<file path="src/rtl/pixel_writer.sv">
// Pixel writer: buffers rasterizer pixels in a small FIFO, clips them against the
// framebuffer, and issues one req/ack write per surviving pixel.
module pixel_writer #(
   parameter int FB_WIDTH   = 64,
   parameter int FB_HEIGHT  = 64,
   parameter int COORD_W    = 7,
   parameter int COLOR_W    = 8,
   parameter int ADDR_W     = 12,
   parameter int FIFO_DEPTH = 4
) (
   input  logic               clk,
   input  logic               rst,
   input  logic               pix_valid,
   output logic               pix_ready,
   input  logic [COORD_W-1:0] pix_x,
   input  logic [COORD_W-1:0] pix_y,
   input  logic [COLOR_W-1:0] pix_color,
   input  logic               pix_last,
   output logic               mem_req,
   output logic [ADDR_W-1:0]  mem_addr,
   output logic [COLOR_W-1:0] mem_wdata,
   input  logic               mem_ack,
   output logic               busy,
   output logic               done,
   output logic [15:0]        clip_count
);

   localparam int XW    = $clog2(FB_WIDTH);
   localparam int PTR_W = $clog2(FIFO_DEPTH);
   localparam int CNT_W = PTR_W + 1;
   localparam logic [COORD_W-1:0] FBW_C   = COORD_W'(FB_WIDTH);
   localparam logic [COORD_W-1:0] FBH_C   = COORD_W'(FB_HEIGHT);
   localparam logic [CNT_W-1:0]   DEPTH_C = CNT_W'(FIFO_DEPTH);

   typedef enum logic [0:0] {
      S_IDLE  = 1'b0,
      S_WRITE = 1'b1
   } state_t;

   // Row-major linear address; FB_WIDTH is a power of two so the multiply is a shift.
   function automatic logic [ADDR_W-1:0] f_lin_addr(
      input logic [COORD_W-1:0] x,
      input logic [COORD_W-1:0] y
   );
      f_lin_addr = (ADDR_W'(y) << XW) + ADDR_W'(x);
   endfunction

   logic [COORD_W-1:0] r_fifo_x     [FIFO_DEPTH];
   logic [COORD_W-1:0] r_fifo_y     [FIFO_DEPTH];
   logic [COLOR_W-1:0] r_fifo_color [FIFO_DEPTH];
   logic               r_fifo_last  [FIFO_DEPTH];
   logic [PTR_W-1:0]   r_wr_ptr;
   logic [PTR_W-1:0]   r_rd_ptr;
   logic [CNT_W-1:0]   r_count;

   state_t             r_state;
   state_t             w_state_nxt;
   logic               r_mem_req;
   logic [ADDR_W-1:0]  r_mem_addr;
   logic [COLOR_W-1:0] r_mem_wdata;
   logic               r_mem_last;
   logic               r_done;
   logic [15:0]        r_clip_count;

   logic               w_push;
   logic               w_pop;
   logic               w_load;
   logic               w_clip;
   logic               w_done_nxt;
   logic               w_nonempty;
   logic               w_head_inb;
   logic [COORD_W-1:0] w_head_x;
   logic [COORD_W-1:0] w_head_y;
   logic [COLOR_W-1:0] w_head_color;
   logic               w_head_last;
   logic [ADDR_W-1:0]  w_head_addr;

   assign pix_ready    = (r_count < DEPTH_C);
   assign w_push       = pix_valid & pix_ready;
   assign w_nonempty   = (r_count != '0);
   assign w_head_x     = r_fifo_x[r_rd_ptr];
   assign w_head_y     = r_fifo_y[r_rd_ptr];
   assign w_head_color = r_fifo_color[r_rd_ptr];
   assign w_head_last  = r_fifo_last[r_rd_ptr];
   assign w_head_inb   = (w_head_x < FBW_C) && (w_head_y < FBH_C);
   assign w_head_addr  = f_lin_addr(w_head_x, w_head_y);

   // FIFO payload storage; contents are only meaningful below r_count.
   always_ff @(posedge clk) begin
      if (w_push) begin
         r_fifo_x[r_wr_ptr]     <= pix_x;
         r_fifo_y[r_wr_ptr]     <= pix_y;
         r_fifo_color[r_wr_ptr] <= pix_color;
         r_fifo_last[r_wr_ptr]  <= pix_last;
      end
   end

   // FIFO pointers and occupancy; simultaneous push and pop leave the count unchanged.
   always_ff @(posedge clk) begin
      if (rst) begin
         r_wr_ptr <= '0;
         r_rd_ptr <= '0;
         r_count  <= '0;
      end else begin
         if (w_push) r_wr_ptr <= r_wr_ptr + PTR_W'(1);
         if (w_pop)  r_rd_ptr <= r_rd_ptr + PTR_W'(1);
         case ({w_push, w_pop})
            2'b10:   r_count <= r_count + CNT_W'(1);
            2'b01:   r_count <= r_count - CNT_W'(1);
            default: r_count <= r_count;
         endcase
      end
   end

   // Next-state and datapath control.
   always_comb begin
      w_state_nxt = r_state;
      w_pop       = 1'b0;
      w_load      = 1'b0;
      w_clip      = 1'b0;
      w_done_nxt  = 1'b0;
      case (r_state)
         S_IDLE: begin
            if (w_nonempty) begin
               w_pop = 1'b1;
               if (w_head_inb) begin
                  w_load      = 1'b1;
                  w_state_nxt = S_WRITE;
               end else begin
                  w_clip     = 1'b1;
                  w_done_nxt = w_head_last;
               end
            end else begin
               w_state_nxt = S_IDLE;
            end
         end
         S_WRITE: begin
            if (mem_ack) begin
               w_done_nxt = r_mem_last;
               // Out-of-bounds heads are left for IDLE so a clip never stalls a write.
               if (w_nonempty && w_head_inb) begin
                  w_pop       = 1'b1;
                  w_load      = 1'b1;
                  w_state_nxt = S_WRITE;
               end else begin
                  w_state_nxt = S_IDLE;
               end
            end else begin
               w_state_nxt = S_WRITE;
            end
         end
         default: begin
            w_state_nxt = S_IDLE;
         end
      endcase
   end

   // State register.
   always_ff @(posedge clk) begin
      if (rst) r_state <= S_IDLE;
      else     r_state <= w_state_nxt;
   end

   // Memory request registers; held stable while waiting for ack.
   always_ff @(posedge clk) begin
      if (rst) begin
         r_mem_req   <= 1'b0;
         r_mem_addr  <= '0;
         r_mem_wdata <= '0;
         r_mem_last  <= 1'b0;
      end else begin
         r_mem_req <= (w_state_nxt == S_WRITE);
         if (w_load) begin
            r_mem_addr  <= w_head_addr;
            r_mem_wdata <= w_head_color;
            r_mem_last  <= w_head_last;
         end
      end
   end

   // Done pulse and saturating clip counter.
   always_ff @(posedge clk) begin
      if (rst) begin
         r_done       <= 1'b0;
         r_clip_count <= 16'h0000;
      end else begin
         r_done <= w_done_nxt;
         if (w_clip && (r_clip_count != 16'hFFFF))
            r_clip_count <= r_clip_count + 16'h0001;
      end
   end

   assign mem_req    = r_mem_req;
   assign mem_addr   = r_mem_addr;
   assign mem_wdata  = r_mem_wdata;
   assign done       = r_done;
   assign clip_count = r_clip_count;
   assign busy       = w_nonempty | r_mem_req;

endmodule

</file>
<file path="config.mk">
export PLATFORM = sky130hd
export DESIGN_NAME = pixel_writer
export DESIGN_NICKNAME = d
export VERILOG_FILES = /design/src/rtl/pixel_writer.sv
export SDC_FILE = /design/constraint.sdc
export NUM_CORES = 1
export LEC_CHECK = 0
export CAP_MARGIN = 20
export CORE_MARGIN = 2
export CORE_UTILIZATION = 55
export DETAILED_ROUTE_END_ITERATION = 8
export GPL_ROUTABILITY_DRIVEN = 0
export PLACE_DENSITY = 0.79
export SETUP_SLACK_MARGIN = 0.1
export SYNTH_ARGS = -nofsm -noshare
export SYNTH_HDL_FRONTEND = slang
export SYNTH_SLANG_ARGS = --single-unit
</file>
<file path="constraint.sdc">
create_clock -name clk -period 3.3 [get_ports clk]
set_input_delay 0.66 -clock clk [delete_from_list [all_inputs] [get_ports clk]]
set_output_delay 0.66 -clock clk [all_outputs]
set_load 0.01 [all_outputs]
</file>
# Yosys cells after proc, flatten, opt, wreduce, memory -nomap -nowiden
# Memory sizes are Yosys's and may differ from the RTL's. A register that Yosys moved wholly into a read port is not among the register bits.
# Index checks and enable logic that the tools add are counted.
# classes
magnitude_cmp,3
mux,25
bitwise_logic,3
n_eq_ne,3
reduce_logical,5
n_addsub,6
# ops
cell,count
"adder 16 x 1 -> 16 bit, second input constant",1
"inequality test 16 bit, second input constant",1
"< comparator 7 bit, second input constant",2
2-to-1 mux 1 bit,14
adder 12 x 7 -> 12 bit,1
2-to-1 mux 2 bit,6
one-hot mux 1 bit (2 select lines),4
one-hot mux 3 bit (2 select lines),1
"adder 2 x 1 -> 2 bit, second input constant",2
"adder 3 x 1 -> 3 bit, second input constant",1
logical AND 1 bit,3
"< comparator 3 bit, second input constant",1
nonzero test 3 bit,1
"subtractor 3 x 1 -> 3 bit, second input constant",1
"== test 2 x 1 -> 1 bit, second input constant",1
"== test 2 bit, second input constant",1
nonzero test 2 bit,1
AND 1 bit,1
NOT 1 bit,1
OR 1 bit,1
# totals
ramBits,92
ff_bits,38
wordCells,57
input_bits,27
memories,4
out_inout_bits,40
# memory_table
name,words,word_bits,read_ports,rd_ports_with_merged_regs,write_ports,line,text
r_fifo_color,4,8,1,1,1,50,logic [COLOR_W-1:0] r_fifo_color [FIFO_DEPTH];
r_fifo_x,4,7,1,1,1,48,logic [COORD_W-1:0] r_fifo_x [FIFO_DEPTH];
r_fifo_y,4,7,1,1,1,49,logic [COORD_W-1:0] r_fifo_y [FIFO_DEPTH];
r_fifo_last,4,1,1,1,1,51,logic r_fifo_last [FIFO_DEPTH];

# Longest topological paths before layout
# Gate-level depths: netlist of run 1.
# logic_depth
ltp_word,8
depth_mapped,11
depth_no_buf,10

# Least setup slack after synthesis of run 1
# No wires, ideal clock.
# synth_path
kind,reg2reg
from,register (tool-made name)
to,register r_count[2]
required_time_ns,3.230
period_less_slack_ns,2.797
stages_incl_launch_ff,12
setup_time_ns,0.070
setup_slack_ns,0.503
arrival_time_ns,2.727
n_path_buf,2
path_cell_list,dfxtp_1 > buf_2 > buf_1 > a211oi_1 > a21o_1 > o21ai_0 > ha_1 > inv_1 > fa_1 > xor2_1 > or3_1 > a21oi_1
# synth_lines
element,line,text
end signal: assignment,108,2'b10: r_count <= r_count + CNT_W'(1);
end signal: assignment,109,2'b01: r_count <= r_count - CNT_W'(1);
end signal: assignment,110,default: r_count <= r_count;
end: declaration,54,logic [CNT_W-1:0] r_count;

==> results.toml, run 1 <==
[min_path]
hp-class = "reg -> reg"

[cts]
htree_levels = 4
cts_tree = "yes"
cts.path.max_buffers = 2
ctsResizeCount = 0
cts_buffers = 17
cts_root_buffer = "clkbuf_8"
path_clk_slew_ns = 0.06
cts_hold_buf = 0
clk_latency_ns = 0.52
cts_setup_buffers = 0
cts_sinks = 140

[worst_setup_path]
worstSetupStartpointType = "register"
crit_type = "reg -> reg"
required_ns = 3.74
end_kind = "register"
arrival_ns = 3.13
cp_max_fo = 3

[yosys]
syn_avg_cell_area_um2 = 14.05
syn_inst = 393
yosysWarnings = 0
ys_types = 39
ys_seq_elements = 140
syn-num-nets = 429
synthesis.area_um2 = 5523
ys_seq_area_share_pct = 67.42
synth_top_area_share_pct = 50.02
synth_area_leaders = "edfxtp_1 50%, dfxtp_1 17%, mux4_2 9.4%"
yosysTopAreaCell = "edfxtp_1"

[die]
die_w_um = 104.2
dieHeight_um = 104.2
ios = 67
die-area_um2 = 10860
start_util_pct = 56.50
core_area_um2 = 9774
num_rows = 36

[grt]
grt_pass1_vias = 3585
grt_overflow = 0
grt_pass1_wl_um = 17760
antenna_found_initial = 0
grt_use_total_pct = 21.46
grt_max_degree = 51

[power_and_ir_drop]
power_leakage_nw = 2.320
power_density_nw_per_um2 = 805.6
finalPower_w = 0.005581
max-vdd-ir-drop_mv = 0.4857

[sta]
fmax_mhz = 372.1
slew_headroom_pct = 35.46
setup_viol = 0
hold_violations = 0
tns_ns = 0
fin_crit_sh_pct = 81.43
grt_setup_unrepaired = "no"
post-route-min-period_ns = 2.687
fin_skew_ns = 0.01248
tightest_slew_ns = 0.9681
slew_violations = 0

[status]
status = "completed"

[final_layout]
fillers = 669
num_antenna_cells = 0
layout_common_cells = "92 x edfxtp_1, 65 x clkdlybuf4s50_1, 48 x dfxtp_1"
area_delta_synth_final_pct = 25.44
mostFrequentLayoutCell = "edfxtp_1"
final_layout_size_suffix_gt1_share_pct = 13.78
nets = 502

[route]
drtIter0Drc = 235
vias = 3487
antenna_left = 0
via_per_inst = 5.698
finalWirelength_um = 10900
drc = 0
drtPass1Iterations = 5
routedWlPerCell_um = 17.81

[run]
drv_cap = 0

[place]
hpwl_um = 6577
numPortBuffers = 66
## final timing paths
kind	startpoint	end	slack [ns]	cells past startpoint
worst max register to register	r_fifo_x[0][6]	r_count[2]	0.61	10
worst min-delay path	mem_wdata[5]	mem_wdata[5]	0.45	2
worst min register to register	mem_wdata[5]	mem_wdata[5]	0.45	2
worst max-delay path	r_fifo_x[0][6]	r_count[2]	0.61	10
## power breakdown
group / leakage (nW) / switching [W] / total, W / internal [W]
Combinational: 0.789 / 0.000686 / 0.00134 / 0.000654
Clock: 0.298 / 0.000717 / 0.00195 / 0.00123
Sequential: 1.23 / 0.000170 / 0.00229 / 0.00212
## per-stage QoR
step	instances	setup WS, ns	util [%]	instance area (um^2)	hold WS [ns]
final	612	0.6128	70.88	6928	0.4545
after global routing	612	0.4700	70.88	6928	0.4816
after CTS	612	0.6065	70.88	6928	0.4572
after detailed placement	580	0.3764	64.66	6320	0.4487
after global placement	580	0.4941	64.66	6320	0.4452
after floorplan	393	0.5026	-	5523	0.4366
## worst max-delay path, cell delays in order (launching register included)
cell,delay [ns]
edfxtp_1,0.43
nor3_1,0.25
a211oi_1,0.10
a21o_1,0.19
o21ai_0,0.30
ha_1,0.26
inv_1,0.06
fa_1,0.40
xor2_1,0.17
or3_1,0.32
a21oi_1,0.14
## routing by layer
metal  global-route usage [%]  vias up  part of all wire [%]
met5                        0        -                     0
met4                    9.749        0                   2.5
met3                    5.326       27                   5.1
met2                    37.45      134                    54
met1                    25.06     1712                    39
li1                         -     1614                     -
## flip-flops by register name, indices dropped and copies added (netlist names), named ones only
| name | flops |
|---|---|
| mem_wdata | 8 |
| clip_count | 16 |
| r_rd_ptr | 2 |
| done | 1 |
| r_count | 3 |
| mem_req | 1 |
| r_fifo_color | 32 |
| r_fifo_x | 28 |
| r_fifo_y | 28 |
| r_mem_last | 1 |
| r_wr_ptr | 2 |
| mem_addr | 12 |
| r_fifo_last | 4 |
## cells by family after synthesis
family / Yosys count / share of synthesized area, %
fa+ha+maj: 9 / 2.175
mux: 26 / 9.991
simple gates: 125 / 11.01
xor+xnor: 10 / 1.586
buf+inv: 29 / 2.152
flops: 140 / 67.42
compound gates: 54 / 5.664
## area by class of cell
type,instances,area [um^2],area share (%)
Clock inverter,13,186.4,2.691
Inverter,9,33.78,0.4876
Sequential cell,140,3724,53.75
Tap cell,133,166.4,2.402
Multi-Input combinational cell,224,1680,24.26
Clock buffer,19,421.7,6.086
Timing Repair Buffer,74,715.7,10.33
## cells in the mapped netlist (all sizes together)
cell type	n
a211oi	5
a21o	1
a21oi	33
a22oi	1
a311oi	1
a41o	1
and2	5
and3	6
and4	4
buf	6
clkbuf	14
dfxtp	48
edfxtp	92
fa	1
ha	8
inv	9
mux2	3
mux4	23
nand2	45
nand2b	3
nand3	12
nand4	1
nand4b	1
nor2	24
nor2b	5
nor3	5
nor4	3
o21a	2
o21ai	6
o31ai	3
o41ai	1
or2	1
or3	6
or4	3
or4b	1
xnor2	5
xor2	5
Note: power is estimated with default switching activity, not from simulation.
==> inputs of run 2 (changes only) <==
- CORE_UTILIZATION: 55 -> 50
- PLACE_DENSITY: 0.79 -> 0.76
- clock period: 3.3 -> 2.3 ns (I/O delays scaled with it)
==> run 2 against run 1 <==
Against the previous run:
- sequential power grew 42%
- combinational power grew 71%
- final area grew 4.6%
- critical path depth is the same
- critical endpoint unchanged
- largest cell class unchanged
==> results.toml, run 2 (synthesis results as in run 1) <==
[status]
status = "completed"

[final_layout]
mostFrequentLayoutCell = "edfxtp_1"
area_delta_synth_final_pct = 31.24
largest_reg_flops = 32
fillers = 738
final_layout_size_suffix_gt1_share_pct = 21.96
reg_top3 = "r_fifo_color (32), r_fifo_x (28), r_fifo_y (28)"
layout_common_cells = "92 x edfxtp_1, 65 x clkdlybuf4s50_1, 47 x dfxtp_1"
num_antenna_cells = 0
fin_util_pct = 67.16
top_register = "r_fifo_color"
nets = 533

[worst_setup_path]
cp_top_family = "compound AO/OA/AOI/OAI gates"
max_stage_delay_ns = 0.41
end_kind = "register"
crit_path_top_delay_cell = "edfxtp_1"
path_cells = "nor2_2 -> a21oi_1 -> a21o_1 -> o21ai_2 -> ha_2 -> inv_1 -> fa_2 -> xor2_1 -> or3_1 -> a21oi_1"
setup.worst_path.start = "r_fifo_x[3][6]"
r2r_start = "r_fifo_x[3][6]"
cp_max_fo = 2
crit_top_cell = "a21oi_1"
required_ns = 2.75
worstSetupStartpointType = "register"
arrival_ns = 2.69
crit_type = "reg -> reg"
critPathBufInv = 1

[cts]
cts_hold_buf = 0
path_clk_slew_ns = 0.06
cts.path.max_buffers = 2
htree_levels = 4
cts_sinks = 140
cts_root_buffer = "clkbuf_8"
cts_tree = "yes"
clk_latency_ns = 0.52
cts_buffers = 17

[die]
num_rows = 38
core_area_um2 = 10790
die-area_um2 = 11900
start_util_pct = 51.17
dieHeight_um = 109.1
ios = 67
die_w_um = 109.1

[sta]
slew_headroom_pct = 60.06
grt_setup_unrepaired = "yes"
fin_skew_ns = 0.01223
setup_ws_ns = 0.06395
post-route-min-period_ns = 2.236
tightest_slew_ns = 0.5992
setup_viol = 0
hold_violations = 0
slew_violations = 0
fin_crit_sh_pct = 97.22
fmax_mhz = 447.2

[power_and_ir_drop]
max-vdd-ir-drop_mv = 0.7146
power_leakage_nw = 2.471
power_density_nw_per_um2 = 1130

[route]
via_per_inst = 5.517
finalWirelength_um = 11360
top_layer_used = "met4"
drtPass1Iterations = 5
wl_met2_um = 5847
antenna_left = 0
wirelength_met1_um = 4743
wl_met3_um = 577
vias = 3586
routedWlPerCell_um = 17.47
drtIter0Drc = 193
drc = 0

[grt]
grt_overflow = 0
grt_pass1_wl_um = 17750
grt_pass1_vias = 3494
grt_use_total_pct = 20.22
antenna_found_initial = 0
grt_max_degree = 31

[run]
drv_cap = 0

[place]
numPortBuffers = 66
hpwl_um = 7435
post-place-ws_ns = -0.1882

[min_path]
hold_path_startpoint = "rst"
hp-class = "in -> reg"
run 2: changes by cell type in the layout (fill, tap and decap cells not counted), sizes merged:
cell      delta
or3          +1
clkbuf       -1
clkinvlp     +2
bufinv       -2
clkinv       -1
buf         +30
inv          +2
run 2: final timing paths:
| path | to | slack, ns | depth (start not counted) |
|---|---|---|---|
| worst min-delay path | clip_count[0] | 0.44 | 2 |
| worst min register to register | mem_wdata[0] | 0.45 | 2 |
| worst max register to register | r_count[2] | 0.06 | 10 |
| worst max-delay path | r_count[2] | 0.06 | 10 |
run 2: layer usage:
metal,vias to the layer above,global-route usage (%)
met3,16,4.423
li1,1687,-
met1,1773,24.58
met2,110,35.36
met4,0,7.418
met5,-,0
run 2: report_power, final:
group | internal (W) | switching, W | total [W]
combinational | 0.00120 | 0.00109 | 0.00229
sequential | 0.00304 | 0.000217 | 0.00326
clock | 0.00157 | 0.00108 | 0.00264
total | 0.00581 | 0.00238 | 0.00819
run 2: final cells by class:
| class | count | area, um^2 | share of cell area, % |
|---|---|---|---|
| Clock buffer | 18 | 417.9 | 5.766 |
| Clock inverter | 14 | 157.7 | 2.175 |
| Tap cell | 140 | 175.2 | 2.417 |
| Timing Repair Buffer | 104 | 991.0 | 13.67 |
| Multi-Input combinational cell | 225 | 1748 | 24.12 |
| Inverter | 9 | 33.78 | 0.4661 |
| Sequential cell | 140 | 3725 | 51.39 |
run 2: stage by stage:
| step | instances | hold slack (ns) | power, W | area (um^2) | TNS [ns] |
|---|---|---|---|---|---|
| global route | 650 | 0.4277 | 0.008592 | 7248 | -0.08380 |
| CTS | 643 | 0.4102 | 0.008158 | 7164 | 0 |
| floorplan | 393 | 0.4366 | 0.004613 | 5559 | 0 |
| finish | 650 | 0.4365 | 0.008192 | 7248 | 0 |
| global placement | 608 | 0.4466 | 0.005371 | 6555 | -0.09762 |
| detailed placement | 608 | 0.4486 | 0.005453 | 6555 | -0.2390 |
run 2: repair_timing:
action                                  CTS  global route
pin swaps                                 6             5
cloned                                    0             1
endpoints found under the setup margin    7             4
buffers inserted                          3             6
gates resized for setup                   3             8
run 2: worst register-to-register path: stages (launching register included):
cell and delay [ns]:
edfxtp_1 0.41, nor2_2 0.17, a21oi_1 0.10, a21o_1 0.20
o21ai_2 0.15, ha_2 0.20, inv_1 0.05, fa_2 0.33
xor2_1 0.15, or3_1 0.31, a21oi_1 0.12
==> inputs of run 3 (changes only) <==
- CORE_ASPECT_RATIO: default -> 0.9
==> run 3 against run 2 <==
Against the previous run:
- count of clock-buffer cells in the layout is 3 higher
- final cell count decreased by 1.8%
- critical path depth unchanged
- combinational power fell by 3%
- first-iteration DRC count grew 48%
- worst hold slack gained 0.019 ns
- largest cell class unchanged
==> results.toml, run 3 (synthesis results as in run 1) <==
[sta]
slew_headroom_pct = 55.47
setup_viol = 0
tns_ns = 0
fin_skew_ns = 0.01070
post-route-min-period_ns = 2.289
slew_violations = 0
fmax_mhz = 436.8
fin_crit_sh_pct = 99.53
tightest_slew_ns = 0.6671
grt_setup_unrepaired = "yes"
hold_violations = 0

[worst_setup_path]
reg2reg_depth = 10
end_kind = "register"
r2r_start = "r_fifo_y[0][6]"
arrival_ns = 2.64
r2r_end = "r_count[2]"
ff2ff_setup_slack_ns = 0.01
required_ns = 2.65
cp_max_fo = 2
worstSetupStartpointType = "register"
crit_type = "reg -> reg"

[place]
numPortBuffers = 66
hpwl_um = 7201
placed_cells = 600

[min_path]
hp-class = "reg -> reg"
holdPathEnd = "mem_wdata[0]"
hold_path_startpoint = "mem_wdata[0]"
worstHoldPathCells = 2

[cts]
cts_hold_buf = 0
cts_tree = "yes"
cts_root_buffer = "clkbuf_16"
clk_latency_ns = 0.42
cts_buffers = 17
path_clk_slew_ns = 0.06
htree_levels = 4
cts_sinks = 140
cts.path.max_buffers = 2

[final_layout]
fin_util_pct = 66.31
final_cells = 638
top_register = "r_fifo_color"
mostFrequentLayoutCell = "edfxtp_1"
reg_top3 = "r_fifo_color (32), r_fifo_x (28), r_fifo_y (28)"
nets = 528
num_antenna_cells = 0
area_delta_synth_final_pct = 29.79
final_layout_size_suffix_gt1_share_pct = 21.19
largest_reg_flops = 32
layout_common_cells = "92 x edfxtp_1, 65 x clkdlybuf4s50_1, 45 x nand2_1, 45 x dfxtp_1"

[die]
die_w_um = 114.8
dieHeight_um = 103.7
die-area_um2 = 11900
num_rows = 36
core_area_um2 = 10810
ios = 67
start_util_pct = 51.09

[route]
via_per_inst = 5.467
drtIter0Drc = 285
routedWlPerCell_um = 16.91
finalWirelength_um = 10790
antenna_left = 0
vias = 3488
drtPass1Iterations = 6
drc = 0

[power_and_ir_drop]
power_leakage_nw = 2.434
finalPower_w = 0.008089
max-vdd-ir-drop_mv = 0.9878
power_density_nw_per_um2 = 1129

[status]
status = "completed"

[grt]
grt_max_degree = 30
grt_overflow = 0
grt_pass1_wl_um = 18080
grt_pass1_vias = 3586
antenna_found_initial = 0
grt_use_total_pct = 19.97

[run]
drv_cap = 0
-- run 3: how the worst max path moves through the flow --
stage / end / slack, ns / startpoint
after global routing: r_count[2] / -0.1 / r_fifo_x[1][6]
after detailed placement: r_count[2] / -0.16 / mem_ack
after CTS: r_count[2] / 0.02 / r_fifo_y[0][6]
after floorplan: r_count[2] / 0.14 / register
after global placement: r_count[2] / -0.06 / mem_ack
final: r_count[2] / 0.01 / r_fifo_y[0][6]
-- run 3: timing repair --
action / 4_1_cts / 5_1_grt
pin swaps: 4 / 6
resized for setup: 4 / 8
cloned: 0 / 1
setup buffers: 2 / 3
endpoints found under the setup margin: 5 / 7
-- run 3: area by class of cell --
type / instances / area [um^2]
well taps: 133 / 166.4
flip-flops and latches: 140 / 3727
repair buffers: 99 / 940.9
clock inverters: 11 / 123.9
multi-input cells: 225 / 1735
fillers: 764 / 3642
clock buffers: 21 / 440.4
inverters: 9 / 33.78
-- run 3: where the power goes --
part           switching [W]  total (W)  internal (W)
logic                0.00104    0.00223       0.00119
registers           0.000245    0.00329       0.00305
clock network       0.000979    0.00257       0.00159
total                0.00226    0.00809       0.00583
-- run 3: critical path, stage by stage, from the launching register on --
cell      delay, ns
edfxtp_1       0.41
nor3_2         0.18
a211oi_1       0.07
a21o_1         0.19
o21ai_2        0.15
ha_2           0.21
inv_2          0.04
fa_2           0.33
xor2_1         0.16
or3_1          0.35
a21oi_2        0.13
-- run 3: layer usage --
metal	up-vias	track usage [%]	wire length [um]
met5	-	0	0
met4	0	5.336	69
met2	90	30.85	5382
met1	1721	26.20	4728
li1	1671	-	-
met3	6	8.367	610
-- run 3: through the flow --
| stage | cell area (um^2) | hold slack (ns) | setup WS [ns] |
|---|---|---|---|
| global route | 7168 | 0.4782 | -0.09939 |
| finish | 7168 | 0.4557 | 0.01087 |
| global placement | 6526 | 0.4431 | -0.06020 |
| CTS | 7118 | 0.4585 | 0.02137 |
| detailed placement | 6526 | 0.4498 | -0.1608 |
| floorplan | 5559 | 0.4366 | 0.1358 |
